File: src/rtl/demod_pkg.sv
// Shared definitions for the demodulation segment scheduler.
// Q16.16 reference constants (+1.0 / -1.0) and the frame FSM state encoding.
// No ports; imported by the scheduler and its reference selector.
package demod_pkg;

  localparam logic [31:0] Q16_ONE  = 32'h0001_0000;
  localparam logic [31:0] Q16_MONE = 32'hFFFF_0000;

  typedef enum logic [2:0] {
    IDLE,
    ISSUE,
    DRAIN,
    DONE,
    FLUSH
  } state_t;

endpackage

File: src/rtl/demod_seg_ref_sel.sv
// Segment reference selector: maps segment-index parity to the slicer ref pair.
// Ports: odd (index LSB) in; ref_p (value for non-negative sample), ref_m (value for negative sample) out.
// Purely combinational, zero latency, no flow control.
module demod_seg_ref_sel
  import demod_pkg::*;
#(
  parameter int DATA_W = 32
) (
  input  logic              odd,
  output logic [DATA_W-1:0] ref_p,
  output logic [DATA_W-1:0] ref_m
);

  // Even segments slice to +1/-1, odd segments use the inverted polarity.
  assign ref_p = odd ? DATA_W'(Q16_MONE) : DATA_W'(Q16_ONE);
  assign ref_m = odd ? DATA_W'(Q16_ONE)  : DATA_W'(Q16_MONE);

endmodule

File: src/rtl/demod_segment_scheduler.sv
// Frame scheduler: pushes NUM_SEG Q16.16 samples through the shared slicer and
// writes each in-order result into the segment bank; start/busy/valid handshake.
// Ports: clk/reset (async, active-low); start/abort control; in_valid/in_data/in_ready
// sample stream; dp_* slicer request (1 cycle after accept) and result return;
// seg_we/seg_idx/seg_data bank write (1 cycle after result); busy, valid, sticky err.
// Backpressure: in_ready is withheld once MAX_OUT slicer requests are outstanding.
module demod_segment_scheduler
  import demod_pkg::*;
#(
  parameter int DATA_W  = 32,
  parameter int NUM_SEG = 10,
  parameter int IDX_W   = 4,
  parameter int MAX_OUT = 3
) (
  input  logic              clk,
  input  logic              reset,
  input  logic              start,
  input  logic              abort,
  input  logic              in_valid,
  input  logic [DATA_W-1:0] in_data,
  output logic              in_ready,
  output logic              dp_req,
  output logic [IDX_W-1:0]  dp_idx,
  output logic [DATA_W-1:0] dp_data,
  output logic [DATA_W-1:0] dp_ref,
  output logic [DATA_W-1:0] dp_ref_m,
  input  logic              dp_res_valid,
  input  logic [IDX_W-1:0]  dp_res_idx,
  input  logic [DATA_W-1:0] dp_res_data,
  output logic              seg_we,
  output logic [IDX_W-1:0]  seg_idx,
  output logic [DATA_W-1:0] seg_data,
  output logic              busy,
  output logic              valid,
  output logic              err
);

  localparam int OUT_W = $clog2(MAX_OUT + 1);

  state_t            state;
  logic [IDX_W-1:0]  issue_cnt;
  logic [IDX_W-1:0]  ret_cnt;
  logic [OUT_W-1:0]  outstanding;
  logic [DATA_W-1:0] nxt_ref;
  logic [DATA_W-1:0] nxt_ref_m;

  logic accept;
  logic active;
  logic ret_ok;
  logic wr;
  logic spurious;
  logic idx_bad;

  assign in_ready = (state == ISSUE) && (outstanding < OUT_W'(MAX_OUT));
  assign accept   = in_valid && in_ready;
  assign active   = (state == ISSUE) || (state == DRAIN);
  // A result is only legitimate when it retires a credit of the current frame.
  assign ret_ok   = dp_res_valid && (outstanding != '0) && (active || (state == FLUSH));
  assign spurious = dp_res_valid && !ret_ok;
  // Results retiring during FLUSH consume credit but never reach the bank.
  assign wr       = ret_ok && active;
  assign idx_bad  = wr && (dp_res_idx != ret_cnt);

  demod_seg_ref_sel #(
    .DATA_W (DATA_W)
  ) u_ref_sel (
    .odd   (issue_cnt[0]),
    .ref_p (nxt_ref),
    .ref_m (nxt_ref_m)
  );

  always_ff @(posedge clk or negedge reset) begin
    if (!reset) begin
      state       <= IDLE;
      issue_cnt   <= '0;
      ret_cnt     <= '0;
      outstanding <= '0;
      busy        <= 1'b0;
      valid       <= 1'b0;
      err         <= 1'b0;
      dp_req      <= 1'b0;
      dp_idx      <= '0;
      dp_data     <= '0;
      dp_ref      <= '0;
      dp_ref_m    <= '0;
      seg_we      <= 1'b0;
      seg_idx     <= '0;
      seg_data    <= '0;
    end else begin
      // Credit counter: a simultaneous accept and return cancel out.
      if (accept && !ret_ok) begin
        outstanding <= outstanding + OUT_W'(1);
      end else if (!accept && ret_ok) begin
        outstanding <= outstanding - OUT_W'(1);
      end

      dp_req <= accept;
      if (accept) begin
        dp_idx    <= issue_cnt;
        dp_data   <= in_data;
        dp_ref    <= nxt_ref;
        dp_ref_m  <= nxt_ref_m;
        issue_cnt <= issue_cnt + IDX_W'(1);
      end

      seg_we <= wr;
      if (wr) begin
        seg_idx  <= dp_res_idx;
        seg_data <= dp_res_data;
        ret_cnt  <= ret_cnt + IDX_W'(1);
      end

      if (idx_bad || spurious) begin
        err <= 1'b1;
      end

      // Counter clears below never collide with the increments above: accepts
      // only happen in ISSUE and bank writes only in ISSUE/DRAIN.
      case (state)
        IDLE: begin
          if (start && !abort) begin
            state <= ISSUE;
            busy  <= 1'b1;
          end
        end
        ISSUE: begin
          if (abort) begin
            state <= FLUSH;
          end else if (accept && (issue_cnt == IDX_W'(NUM_SEG - 1))) begin
            state <= DRAIN;
          end
        end
        DRAIN: begin
          if (abort) begin
            state <= FLUSH;
          end else if (ret_cnt == IDX_W'(NUM_SEG)) begin
            state <= DONE;
            busy  <= 1'b0;
            valid <= 1'b1;
          end
        end
        DONE: begin
          state     <= IDLE;
          valid     <= 1'b0;
          issue_cnt <= '0;
          ret_cnt   <= '0;
        end
        FLUSH: begin
          if (outstanding == '0) begin
            state     <= IDLE;
            busy      <= 1'b0;
            issue_cnt <= '0;
            ret_cnt   <= '0;
          end
        end
        default: begin
          state <= IDLE;
          busy  <= 1'b0;
          valid <= 1'b0;
        end
      endcase
    end
  end

endmodule

File: config.mk
export PLATFORM = sky130hd
export DESIGN_NAME = demod_segment_scheduler
export DESIGN_NICKNAME = d
export VERILOG_FILES = /design/src/rtl/demod_pkg.sv /design/src/rtl/demod_seg_ref_sel.sv /design/src/rtl/demod_segment_scheduler.sv
export SDC_FILE = /design/constraint.sdc
export NUM_CORES = 1
export LEC_CHECK = 0
export BUFFER_PORTS_ARGS = -buffer_cell sky130_fd_sc_hd__buf_2
export CELL_PAD_IN_SITES_DETAIL_PLACEMENT = 1
export CELL_PAD_IN_SITES_GLOBAL_PLACEMENT = 2
export CORE_ASPECT_RATIO = 0.7
export CORE_MARGIN = 8
export CORE_UTILIZATION = 26
export DETAILED_ROUTE_END_ITERATION = 8
export GPL_TIMING_DRIVEN = 0
export PLACE_DENSITY_LB_ADDON = 0.1
export REMOVE_ABC_BUFFERS = 1
export SLEW_MARGIN = 10
export SYNTH_ARGS = -nofsm -noshare
export SYNTH_HDL_FRONTEND = slang
export SYNTH_SLANG_ARGS = --single-unit
File: constraint.sdc
create_clock -name clk -period 1.67 [get_ports clk]
set_input_delay 0.167 -clock clk [delete_from_list [all_inputs] [get_ports clk]]
set_output_delay 0.167 -clock clk [all_outputs]
set_load 0.01 [all_outputs]
Word level (Yosys, flattened, before mapping)
Cells that the tools add are included.
{"block": "totals", "register_bits": 154, "inputBits": 74, "output_inout_bits": 142, "elab_cells": 86}
{"block": "classes", "addsub": 4, "magnitude_cmp": 1, "n_eq_ne": 13, "n_mux": 25, "bitwise": 2, "reduce_logical": 26}
{"cell": "32-bit 2-to-1 mux", "n": 2}
{"cell": "3-bit 2-to-1 mux", "n": 6}
{"cell": "4-bit 2-to-1 mux", "n": 4}
{"cell": "4-bit one-hot mux with 2 select lines", "n": 2}
{"cell": "3-bit one-hot mux with 4 select lines", "n": 1}
{"cell": "1-bit logical AND", "n": 11}
{"cell": "4-bit by 1-bit adder with 4-bit output (second input constant)", "n": 2}
{"cell": "4-bit == test (second input constant)", "n": 2}
{"cell": "3-bit by 2-bit == test with 1-bit output (second input constant)", "n": 2}
{"cell": "1-bit 2-to-1 mux", "n": 6}
{"cell": "3-bit by 2-bit != test with 1-bit output (second input constant)", "n": 2}
{"cell": "5-bit AND reduction", "n": 1}
{"cell": "2-bit 2-to-1 mux", "n": 2}
{"cell": "2-bit by 1-bit != test with 1-bit output (second input constant)", "n": 2}
{"cell": "2-bit != test (second input constant)", "n": 2}
{"cell": "4-bit != test", "n": 1}
{"cell": "1-bit one-hot mux with 4 select lines", "n": 1}
{"cell": "4-bit AND reduction", "n": 1}
{"cell": "2-bit nonzero test", "n": 2}
{"cell": "3-bit by 1-bit == test with 1-bit output (second input constant)", "n": 1}
{"cell": "3-bit == test (second input constant)", "n": 1}
{"cell": "1-bit logical NOT", "n": 3}
{"cell": "3-bit logical NOT", "n": 1}
{"cell": "1-bit logical OR", "n": 3}
{"cell": "other kinds (9)", "n": 10}

Longest topological paths before layout
{"block": "depth", "ltp_word": 8, "depth_mapped": 9}

Hierarchy
From an unflattened synthesis, not the netlist that was laid out.
{"block": "unflattened", "hier_cells": 665, "area_unflattened_um2": 6591.3}
{"mod": "demod_segment_scheduler", "instances": 1, "cells_per_inst": 599, "area_each_um2": 6107.1, "seq_area_each_um2": 3853.7}
{"mod": "demod_seg_ref_sel", "instances": 1, "cells_per_inst": 66, "area_each_um2": 484.2, "seq_area_each_um2": 0.0}

Least setup slack after synthesis
No wires, ideal clock.
{"block": "synth_path", "kind": "flip-flop to flip-flop", "startpoint": "reg state[2]", "endpoint": "reg outstanding[1]", "setup_time_ns": 0.126, "arrival_ns": 1.550, "required_ns": 1.544, "slack_ns": -0.006, "stages_incl_launch_ff": 10, "n_path_buf": 2, "synth_period_minus_slack_ns": 1.676, "cell_sequence": "dfrtp_1 nand4bb_1 nand2b_1 buf_4 buf_6 inv_1 ha_1 xor2_1 nor2_1 xor2_1"}
{"block": "synth_via", "word_cells_on_any_way": 14, "cone_classes": "eq/ne: 3; mux: 1; reduce/logical: 10"}
{"element": "from (decl)", "line": "demod_segment_scheduler.sv:40", "rtl": "state_t state;"}
{"element": "from (signal assigned)", "line": "demod_segment_scheduler.sv:74", "rtl": "state <= IDLE;"}
{"element": "from (signal assigned)", "line": "demod_segment_scheduler.sv:122", "rtl": "state <= ISSUE;"}
{"element": "from (signal assigned)", "line": "demod_segment_scheduler.sv:128", "rtl": "state <= FLUSH;"}
{"element": "3-bit by 1-bit == test with 1-bit output *", "line": "demod_segment_scheduler.sv:54", "rtl": "assign in_ready = (state == ISSUE) && (outstanding < OUT_W'(MAX_OUT));"}
{"element": "1-bit logical AND *", "line": "demod_segment_scheduler.sv:54"}
{"element": "1-bit logical AND *", "line": "demod_segment_scheduler.sv:55", "rtl": "assign accept = in_valid && in_ready;"}
{"element": "net accept", "line": "demod_segment_scheduler.sv:47", "rtl": "logic accept;"}
{"element": "1-bit logical NOT", "line": "demod_segment_scheduler.sv:93", "rtl": "end else if (!accept && ret_ok) begin"}
{"element": "1-bit logical AND", "line": "demod_segment_scheduler.sv:93"}
{"element": "2-bit nonzero test (no line)"}
{"element": "to (signal assigned)", "line": "demod_segment_scheduler.sv:92", "rtl": "outstanding <= outstanding + OUT_W'(1);"}
{"element": "to (signal assigned)", "line": "demod_segment_scheduler.sv:94", "rtl": "outstanding <= outstanding - OUT_W'(1);"}
{"element": "to (decl)", "line": "demod_segment_scheduler.sv:43", "rtl": "logic [OUT_W-1:0] outstanding;"}
Mark *: on every way through the listed nets, which the timed path passes. The rest lies on a longest branch.
A chain may end at the register's enable or synchronous reset.

Final worst setup path
{"block": "layout_path", "startpoint": "reg state[0]", "endpoint": "reg dp_idx[3]"}
{"block": "layout_via", "elab_chain_len": 3}
{"element": "3-bit by 1-bit == test with 1-bit output", "line": "demod_segment_scheduler.sv:54"}
{"element": "1-bit logical AND", "line": "demod_segment_scheduler.sv:54"}
{"element": "1-bit logical AND", "line": "demod_segment_scheduler.sv:55"}
{"element": "to (signal assigned)", "line": "demod_segment_scheduler.sv:99", "rtl": "dp_idx <= issue_cnt;"}
{"element": "to (decl)", "line": "demod_segment_scheduler.sv:23", "rtl": "output logic [IDX_W-1:0] dp_idx,"}
No other way between the ends.

==> results.json <==
{
  "syn_to_final_growth_pct": 35.3,
  "async_reset_ff_share_pct": 100,
  "dr_wl_met3_um": 842,
  "nets": 589,
  "worstSkewPairLatency_ns": 0.34,
  "crit_family": "buffers and inverters",
  "slowest_delay_ns": 0.48,
  "wl_per_cell_um": 16.8,
  "place.gp.congestion": 0.739,
  "clock.fmax_ghz": 0.579,
  "final_hold_viol_count": 0,
  "grt_use_total_pct": 11.2,
  "critical_path_class": "reg -> reg",
  "powerDensity_nw_per_um2": 1810,
  "routed_wl_mm": 12.5,
  "synth_edf_count": 0,
  "fp.dieArea_um2": 21600,
  "p_sw_share_pct": 35.9,
  "portBuffers": 183,
  "gr-total-overflow": 0,
  "layout-drive-gt1-share_pct": 62.5,
  "cp_num_cells": 7,
  "peakVddDrop_mv": 0.479,
  "reg2reg_depth": 7,
  "pin_count": 216,
  "power_mw": 10.9,
  "combPwrFrac_pct": 46.2,
  "finalMaxSlewViolations": 0,
  "num_antenna_cells": 0,
  "clockRootBuffer": "clkbuf_16",
  "switching_power_mw": 3.90,
  "cp-startpoint": "state[0]",
  "die_w_um": 172,
  "cp.arrival_ns": 1.95,
  "crit_top_cell": "buf_8",
  "post-synth-top-area-fraction_pct": 51.8,
  "ys.flop_type": "dfrtp_1",
  "postSynthCellCount": 332,
  "first_pass_iters": 3,
  "yosysSeqAreaShare_pct": 51.8,
  "synth_area_um2": 4440,
  "synth_top_area_cell": "dfrtp_1",
  "dr_wl_met2_mm": 5.66,
  "whs_ns": 0.0520,
  "cp_slowest_cell": "dfrtp_2",
  "htree_num_levels": 3,
  "p_leak_nw": 3.00,
  "cts_buffers": 9,
  "drc": 0,
  "worst_slack_ns": -0.0564,
  "fin_crit_sh_pct": 103,
  "clock_skew_ns": 0.00612,
  "ys_warn_count": 0,
  "holdPathStages": 2,
  "clkPwrFrac_pct": 17.8,
  "top_layer_used": "met4",
  "worstPathCellList": "buf_6 -> buf_8 -> nand4bb_4 -> nand2b_4 -> buf_8 -> clkbuf_16 -> mux2_2",
  "reg2reg_from": "state[0]",
  "avgViaCountPerCell": 4.09,
  "cts.sinks": 92,
  "vias": 3044,
  "status": "finished, violations left",
  "seq_power_share_pct": 36.0,
  "grt_pass1_wl_mm": 18.9,
  "syn_area_per_cell_um2": 13.4,
  "maxCapViolations": 0,
  "grt_setup_unrepaired": "yes",
  "antenna_left": 0,
  "setup_viol": 42,
  "fin_crit_ns": 1.73,
  "m1WireLength_mm": 5.87,
  "std_cell_rows": 40,
  "start_kind": "flop",
  "clkTransAtPathRegs_ns": 0.07,
  "violations": "setup timing",
  "synth-seq-cells": 92,
  "hp-class": "in -> reg",
  "core_area_um2": 17000,
  "grt_pass1_vias": 3278,
  "grt_antenna_before_repair": 0,
  "required_ns": 1.90,
  "place_hpwl_mm": 8.98,
  "path_buf_inv": 4,
  "internal_power_mw": 6.96,
  "cp_max_fo": 6,
  "drt-initial-drc-count": 110,
  "endpoint_kind": "flop",
  "synth_cell_type_count": 44,
  "start_util_pct": 26.2,
  "fp.dieH_um": 125,
  "synth.area.top_cells": "dfrtp_1 52%, mux2_2 13%, buf_4 11%",
  "hold_path.startpoint": "in_data[0]",
  "grt_max_degree": 50,
  "cts_tree": "done",
  "clockBufferDepth": 2
}
path summary, 6_finish.rpt:
path	end	slack, ns
setup reg to reg	dp_idx[3]	-0.06
max in group asynchronous	state[0]	0.70
min in group asynchronous	dp_data[0]	0.32
hold reg to reg	err	0.49
hold / removal	dp_data[0]	0.05
setup / recovery	dp_idx[3]	-0.06
cell type report:
| type | count | area, um2 |
|---|---|---|
| fill | 1901 | 11000 |
| timing repair buffer | 212 | 1320 |
| clock buffer | 10 | 239 |
| sequential | 92 | 2310 |
| clock inverter | 5 | 38.8 |
| multi-input combinational | 188 | 1790 |
| tap | 231 | 289 |
| inverter | 7 | 28.8 |
power by group through the flow:
stage | logic [mW] | clock network, mW | registers, mW
after floorplan | 1.77 | 0 | 4.59
final | 5.01 | 1.94 | 3.91
after CTS | 4.83 | 2.04 | 3.91
after global routing | 5.44 | 2.13 | 4.08
after detailed placement | 4.44 | 0 | 3.99
after global placement | 4.38 | 0 | 3.94
worst register-to-register path: stages (launching register included):
cell	delay, ns
dfrtp_2	0.48
buf_6	0.15
buf_8	0.12
nand4bb_4	0.08
nand2b_4	0.17
buf_8	0.14
clkbuf_16	0.15
mux2_2	0.32
repair_timing:
action | 4_1_cts | 5_1_grt
gates resized for setup | 29 | 28
endpoints found under the hold margin | 43 | 0
gates cloned | 1 | 3
pin swaps | 4 | 2
setup buffers | 15 | 4
hold buffers | 1 | 0
setup endpoints to repair | 86 | 72
Yosys cell counts (4+ instances only):
library cell and count:
dfrtp_1 92, buf_4 64, mux2_2 51, mux2_4 20, o21ai_0 8, a21oi_1 7, inv_1 7, buf_6 6
ha_1 5, xnor2_1 5, a31oi_1 4, nand2b_1 4, nand4_1 4, o211ai_1 4, o31ai_1 4
cells by family after synthesis:
kind of cell	count (synthesis)	synth area share, %
muxes	73	20.1
adders and majority gates	5	1.41
other	1	0.0844
and+or+nand+nor	36	5.30
buffers and inverters	83	14.3
xor gates and xnor gates	9	2.20
DFF	92	51.8
AOI/OAI and AO/OA	33	4.79
cell usage in the layout (no fill, tap or decap), types with 5 or more instances in the layout:
| cell type | count |
|---|---|
| buf_2 | 182 |
| dfrtp_1 | 88 |
| mux2_4 | 41 |
| conb_1 | 32 |
| mux2_2 | 30 |
| clkbuf_16 | 11 |
| buf_4 | 10 |
| buf_6 | 9 |
| o21ai_0 | 7 |
| a21oi_1 | 6 |
| inv_1 | 6 |
| xnor2_1 | 5 |
metal layers:
metal / vias up / track usage, %
met3: 13 / 3.65
met2: 102 / 17.0
met5: - / 0
met1: 1520 / 14.8
met4: 0 / 3.69
li1: 1409 / -
per-stage QoR:
step	setup slack (ns)	setup TNS (ns)	instances	utilization [%]	area, um2
floorplan	-1.00	-57.94	287	-	3950
global placement	-1.91	-176.72	701	30.4	5160
detailed placement	-0.831	-43.98	706	31.1	5270
CTS	-0.0887	-3.38	738	34.2	5810
global route	-0.113	-4.30	745	35.4	6010
finish	-0.0564	-1.27	745	35.4	6010
registers in the layout, summed over array words and instances (netlist names):
| name | count |
|---|---|
| busy | 1 |
| dp_data | 32 |
| dp_idx | 4 |
| dp_ref | 1 |
| dp_ref_m | 1 |
| dp_req | 1 |
| err | 1 |
| issue_cnt | 4 |
| outstanding | 2 |
| ret_cnt | 4 |
| seg_data | 32 |
| seg_idx | 4 |
| seg_we | 1 |
| state | 3 |
| valid | 1 |
No activity file was read; power rests on OpenSTA's default activity.
